===== config.mk =====
export PLATFORM = sky130hd
export DESIGN_NAME = irq_controller
export DESIGN_NICKNAME = d
export VERILOG_FILES = /design/src/rtl/irq_controller.sv
export SDC_FILE = /design/constraint.sdc
export NUM_CORES = 1
export LEC_CHECK = 0
export ABC_AREA = 1
export CAP_MARGIN = 20
export CORE_MARGIN = 2
export CORE_UTILIZATION = 25
export CTS_CLUSTER_SIZE = 24
export DETAILED_ROUTE_END_ITERATION = 10
export SYNTH_ARGS = -nofsm -noshare
export SYNTH_HDL_FRONTEND = slang
export SYNTH_SLANG_ARGS = --single-unit
export TNS_END_PERCENT = 5

===== constraint.sdc =====
create_clock -name clk -period 2.75 [get_ports clk]
set_input_delay 0.275 -clock clk [delete_from_list [all_inputs] [get_ports clk]]
set_output_delay 0.275 -clock clk [all_outputs]
set_load 0.02 [all_outputs]

===== src/rtl/irq_controller.sv =====
// irq_controller: aggregates NUM_SRC interrupt lines into one prioritized
// request plus source ID. Each source is synchronized and captured either as
// a level or as a rising edge. An enable mask is applied, and edge captures are
// acknowledged by write-1-to-clear. Registers sit on the 32-bit CPU I/O bus
// with a registered read path.
//
// Register map (addrBus[3:2]):
//   0 PENDING  R / W1C (edge-mode bits only)
//   1 ENABLE   RW, byte-lane writes
//   2 EDGE     RW, 1 = rising-edge capture, 0 = level
//   3 STATUS   R, {irqOut, 26'h0, irqId}
module irq_controller #(
    parameter int NUM_SRC = 8,
    parameter bit SYNC    = 1'b1
) (
    input  logic               clk,
    input  logic               rstn,
    input  logic [NUM_SRC-1:0] irqIn,
    input  logic [31:0]        addrBus,
    input  logic [31:0]        dataInBus,
    input  logic [3:0]         weBus,
    input  logic               en,
    output logic [31:0]        dataOutBus,
    output logic               irqOut,
    output logic [4:0]         irqId
);

    localparam logic [1:0] ADDR_PENDING = 2'd0;
    localparam logic [1:0] ADDR_ENABLE  = 2'd1;
    localparam logic [1:0] ADDR_EDGE    = 2'd2;
    localparam logic [1:0] ADDR_STATUS  = 2'd3;

    logic [NUM_SRC-1:0] sync_in;
    logic [NUM_SRC-1:0] prev;
    logic [NUM_SRC-1:0] rise;
    logic [NUM_SRC-1:0] pending;
    logic [NUM_SRC-1:0] pending_nxt;
    logic [NUM_SRC-1:0] enable_r;
    logic [NUM_SRC-1:0] enable_nxt;
    logic [NUM_SRC-1:0] edge_r;
    logic [NUM_SRC-1:0] edge_nxt;
    logic [NUM_SRC-1:0] lane_we;
    logic [NUM_SRC-1:0] masked;
    logic [4:0]         id_nxt;
    logic [31:0]        rd_nxt;
    logic               sel_pend;
    logic               sel_en;
    logic               sel_edge;
    logic               unused_bits;

    // Only addrBus[3:2] is decoded; wide buses are partly unused for small NUM_SRC.
    assign unused_bits = ^{addrBus[31:4], addrBus[1:0], dataInBus, weBus};

    generate
        if (SYNC) begin : g_sync
            logic [NUM_SRC-1:0] s1;
            logic [NUM_SRC-1:0] s2;

            // Two-flop synchronizer for asynchronous device interrupt lines.
            always_ff @(posedge clk or negedge rstn) begin
                if (!rstn) begin
                    s1 <= '0;
                    s2 <= '0;
                end else begin
                    s1 <= irqIn;
                    s2 <= s1;
                end
            end

            assign sync_in = s2;
        end else begin : g_nosync
            assign sync_in = irqIn;
        end
    endgenerate

    assign rise     = sync_in & ~prev;
    assign masked   = pending & enable_r;
    assign sel_pend = en && (addrBus[3:2] == ADDR_PENDING);
    assign sel_en   = en && (addrBus[3:2] == ADDR_ENABLE);
    assign sel_edge = en && (addrBus[3:2] == ADDR_EDGE);

    // Map each source bit to the byte-lane write enable that covers it.
    always_comb begin
        lane_we = '0;
        for (int i = 0; i < NUM_SRC; i++) begin
            lane_we[i] = weBus[i / 8];
        end
    end

    // Next-state for pending/enable/edge; a rise beats a same-cycle W1C so no interrupt is lost.
    always_comb begin
        pending_nxt = pending;
        enable_nxt  = enable_r;
        edge_nxt    = edge_r;
        for (int i = 0; i < NUM_SRC; i++) begin
            if (!edge_r[i]) begin
                pending_nxt[i] = sync_in[i];
            end else if (rise[i]) begin
                pending_nxt[i] = 1'b1;
            end else if (sel_pend && lane_we[i] && dataInBus[i]) begin
                pending_nxt[i] = 1'b0;
            end
            if (sel_en && lane_we[i]) begin
                enable_nxt[i] = dataInBus[i];
            end
            if (sel_edge && lane_we[i]) begin
                edge_nxt[i] = dataInBus[i];
            end
        end
    end

    // Priority encoder: scanning downward leaves the lowest set index.
    always_comb begin
        id_nxt = '0;
        for (int i = NUM_SRC - 1; i >= 0; i--) begin
            if (masked[i]) begin
                id_nxt = 5'(i);
            end
        end
    end

    // Read mux from pre-edge state; unimplemented upper bits read 0.
    always_comb begin
        rd_nxt = '0;
        case (addrBus[3:2])
            ADDR_PENDING: rd_nxt[NUM_SRC-1:0] = pending;
            ADDR_ENABLE:  rd_nxt[NUM_SRC-1:0] = enable_r;
            ADDR_EDGE:    rd_nxt[NUM_SRC-1:0] = edge_r;
            ADDR_STATUS:  rd_nxt = {irqOut, 26'h0, irqId};
            default:      rd_nxt = '0;
        endcase
    end

    // Capture state; prev runs every cycle so a mode change never fakes an edge.
    always_ff @(posedge clk or negedge rstn) begin
        if (!rstn) begin
            prev       <= '0;
            pending    <= '0;
            enable_r   <= '0;
            edge_r     <= '0;
            dataOutBus <= '0;
            irqOut     <= 1'b0;
            irqId      <= '0;
        end else begin
            prev       <= sync_in;
            pending    <= pending_nxt;
            enable_r   <= enable_nxt;
            edge_r     <= edge_nxt;
            dataOutBus <= rd_nxt;
            irqOut     <= |masked;
            irqId      <= id_nxt;
        end
    end

endmodule


# Word-level counts from Yosys, hierarchy flattened

Index checks and enable logic that the tools add are counted.
Widths: inputs -> output; s select.

Flip-flop bits (word level): 86
Input bits: 79
Output and inout bits: 38
Word-level logic and storage cells: 80

Eq/ne operators: 11
Mux-type cells: 34
Bitwise gates (word level): 3
Reduce and logical (&&, ||, !) cells: 16

Operators by type and width:

| cell               | count |
|---|---|
| $pmux 8 s4         | 1 |
| $mux 5             | 5 |
| $mux 1             | 24 |
| $mux 24            | 1 |
| $ne 3x2->1 const B | 8 |
| $and 8x8->8        | 2 |
| $logic_and 1x1->1  | 14 |
| $mux 3             | 3 |
| $not 8->8          | 1 |
| $reduce_or 8->1    | 1 |
| $eq 2x2->1 const B | 2 |
| $eq 2x1->1 const B | 1 |
| $logic_not 2->1    | 1 |

# Depth between registers and ports, before layout

Word-level depth: 9
Depth in mapped cells: 8
Mapped depth without buffers: 8

# Worst setup path before layout

OpenSTA, ideal clock, no wires.

Kind: input port to flip-flop
Start point: input port addrBus[2]
End point: register pending[0]
Setup time: 0.124 ns
Data arrival time: 0.871 ns
Data required time: 2.626 ns
Setup slack: 1.755 ns
Cell stages on the path: 4
Path buffers: 0
Path through: nor2_2 nand2_2 o211ai_1 nand2_1

Word-level cells in the longest chain between the ends: 5

Ends and longest elaborated chain:

| item                           | RTL line | source |
|---|---|---|
| start, declared                | 19       | `input logic [31:0] addrBus,` |
| $logic_not 2->1                | 78       | `assign sel_pend = en && (addrBus[3:2] == ADDR_PENDING);` |
| $logic_and 1x1->1              | 78       |  |
| $logic_and 1x1->1 (2 in a row) | 100      | `end else if (sel_pend && lane_we[i] && dataInBus[i]) begin` |
| $ne 3x2->1 (no source line)    | n/a      |  |
| end signal, assigned           | 146      | `pending <= pending_nxt;` |
| end, declared                  | 36       | `logic [NUM_SRC-1:0] pending;` |

Every way passes these cells.
A chain may end at the register's enable or synchronous reset.

# Worst setup path after layout

Start point: register irqId[2]
End point: output port irqId[2]

RTL lines:

| item                   | RTL line | source |
|---|---|---|
| start, declared        | 25       | `output logic [4:0] irqId` |
| start signal, assigned | 151      | `irqId <= id_nxt;` |

No word-level cell between the ends.

==> flow_metrics.tcl <==
set metrics [dict create \
    post_cts_buffers 0 \
    relSlewSlack 0.488 \
    vias 1566 \
    fmax_mhz 630 \
    place_congestion 0.762 \
    min_period_ns 1.59 \
    grt_pass1_vias 1578 \
    timing.final.ws_setup_ns 1.16 \
    initial_core_util 0.254 \
    port_buffers 34 \
    area_growth_syn_to_layout_pct 25.1 \
    synth.yosys.warnings 0 \
    die_area_sq_mm 0.0106 \
    critPathMaxStageDelay_ns 0.61 \
    dr.pass1.iters 4 \
    die_h_um 103 \
    rrSetupSlack_ns 1.77 \
    setup_viol 0 \
    antenna_cells 0 \
    cp_slowest_cell "clkdlybuf4s50_1" \
    synthCells 236 \
    drive_gt1_frac 0.134 \
    worstSkewPairLatency_ns 0.34 \
    n_fill_cell 987 \
    fin_util 0.317 \
    fin_skew_ns 0.00915 \
    cts_max_level 3 \
    place_hpwl_mm 3.04 \
    cp.arrival_ns 1.31 \
    die_w_um 103 \
    drtAntennaViolNets 0 \
    power.density_mw_per_mm2 783 \
    ctsHoldBuffers 0 \
    synth_ff_type "dfrtp_1" \
    wire_per_inst_um 10.8 \
    synth_top_area_frac 0.624 \
    grt_pass1_wl_mm 7.38 \
    synth_common_cells "nand2_1 (85), dfrtp_1 (61), buf_4 (25)" \
    cts_buffer_depth 2 \
    ys_seq_area_frac 0.624 \
    rsz0062_at_grt "no" \
    drc 0 \
    synth_area_per_cell_sq_um 10.4 \
    p_total_mw 2.40 \
    finalHoldViolations 0 \
    ys_seq_elements 61 \
    cp_top_family "buffers and inverters" \
    setup_tns_ns 0 \
    root_buffer "clkbuf_8" \
    critPathKind "reg2out" \
    row_count 36 \
    crit_path_start_kind "flip-flop" \
    synth_area_leaders "dfrtp_1 (62%), nand2_1 (13%), buf_4 (7.7%)" \
    core-area_sq_mm 0.00964 \
    timing.final.crit_share 0.578 \
    viasPerCell 3.76 \
    drt_wl_total_mm 4.51 \
    antenna_found_initial 0 \
    cp_num_buf_inv 1 \
    clock-sinks 61 \
    nets 358 \
    outcome "finished, final reports clean" \
    p_leak_nw 1.48 \
    synth.distinct_cells 20 \
    place_ws_ns 0.829 \
    cts_resized 0 \
    synthArstFlopShare 1.00 \
    synth.most_common_cell "nand2_1" \
    clk_pin_slew_ns 0.06 \
    grt_max_degree 62 \
    grt_use_total 0.0956 \
    yosys.area.top_type "dfrtp_1" \
    overflow 0 \
    tightest_slew_ns 0.768 \
    synth-edff-count 0 \
    syn_area_sq_mm 0.00245 \
    cts_tree "done" \
    cp.required_ns 2.48 \
    vdd_ir_drop_max_v 0.000334 \
    cp_max_fo 2 \
    path_cells "clkdlybuf4s50_1" \
    crit_path_end_kind "output pin" \
    hold_path_class "in2async" \
    cts_buffers 9 \
    max-cap-violations 0 \
    report.final.slew_viol_count 0 \
    drt-initial-drc-count 73 \
    ioPinCount 117 \
]
[area by class of cell]
type                    count  area (sq um)  share of cell area
clock buffers              12           155              0.0507
clock inverters             4          70.1              0.0229
inverters                  15          56.3              0.0184
multi-input cells         157           743               0.243
flip-flops and latches     61          1530               0.499
well taps                 133           166              0.0544
repair buffers             35           343               0.112
[per-layer routing]
layer | part of all wire | wire length [um] | GRT usage | vias to the layer above
met5 | 0 | 0 | 0 | -
met4 | 0.020 | 90 | 0.0455 | 0
met2 | 0.47 | 2110 | 0.153 | 46
li1 | - | - | - | 785
met3 | 0.073 | 328 | 0.0454 | 10
met1 | 0.44 | 1980 | 0.108 | 725
[through the flow]
stage               hold slack [ns]  cells  cell area [sq um]
floorplan                   -0.0206    260               2540
global placement              0.333    401               2840
detailed placement            0.336    401               2840
CTS                           0.117    417               3060
global route                  0.153    417               3060
finish                       0.0909    417               3060
[worst paths after layout]
| kind | from | end | cells past startpoint |
|---|---|---|---|
| worst max-delay path | irqId[2] | irqId[2] | 1 |
| worst min-delay path | rstn | g_sync.s2[1] | 2 |
| worst max register to register | enable_r[7] | irqId[0] | 8 |
| worst min register to register | g_sync.s1[7] | g_sync.s2[7] | 0 |
| max in group asynchronous | rstn | pending[7] | 2 |
| min in group clk | g_sync.s1[7] | g_sync.s2[7] | 0 |
[registers in the layout (all words and copies together), names as in the netlist]
| register | cells |
|---|---|
| g_sync.s1 | 8 |
| edge_r | 8 |
| irqOut | 1 |
| prev | 8 |
| enable_r | 8 |
| dataOutBus | 9 |
| pending | 8 |
| irqId | 3 |
| g_sync.s2 | 8 |
[cells by family after synthesis]
group | synth area share
AO/OA/AOI/OAI | 0.0803
buffers and inverters | 0.109
flip-flops | 0.624
other | 0.00153
AND/OR/NAND/NOR | 0.185
[power by group]
part	internal, mW	total, mW	switching (mW)
Combinational	0.175	0.412	0.237
Sequential	1.02	1.10	0.0783
Clock	0.557	0.887	0.330
Total	1.75	2.40	0.646
[placed cells by master (no fill, tap or decap)]
master	count
clkdlybuf4s50_1	33
buf_4	1
nand3_1	5
dfrtp_1	61
bufinv_16	2
inv_1	14
conb_1	25
o21ai_2	12
inv_2	1
nor2_2	1
buf_2	1
a31oi_1	1
nand4_1	3
nand2_4	2
nand2_1	85
a21oi_1	1
o211ai_1	8
clkinv_2	2
o21ai_1	4
clkbuf_8	11
nor2_4	2
nor3_1	1
nor2_1	4
nand2_2	3
clkbuf_1	1
Power figures use the tool's default switching activity.
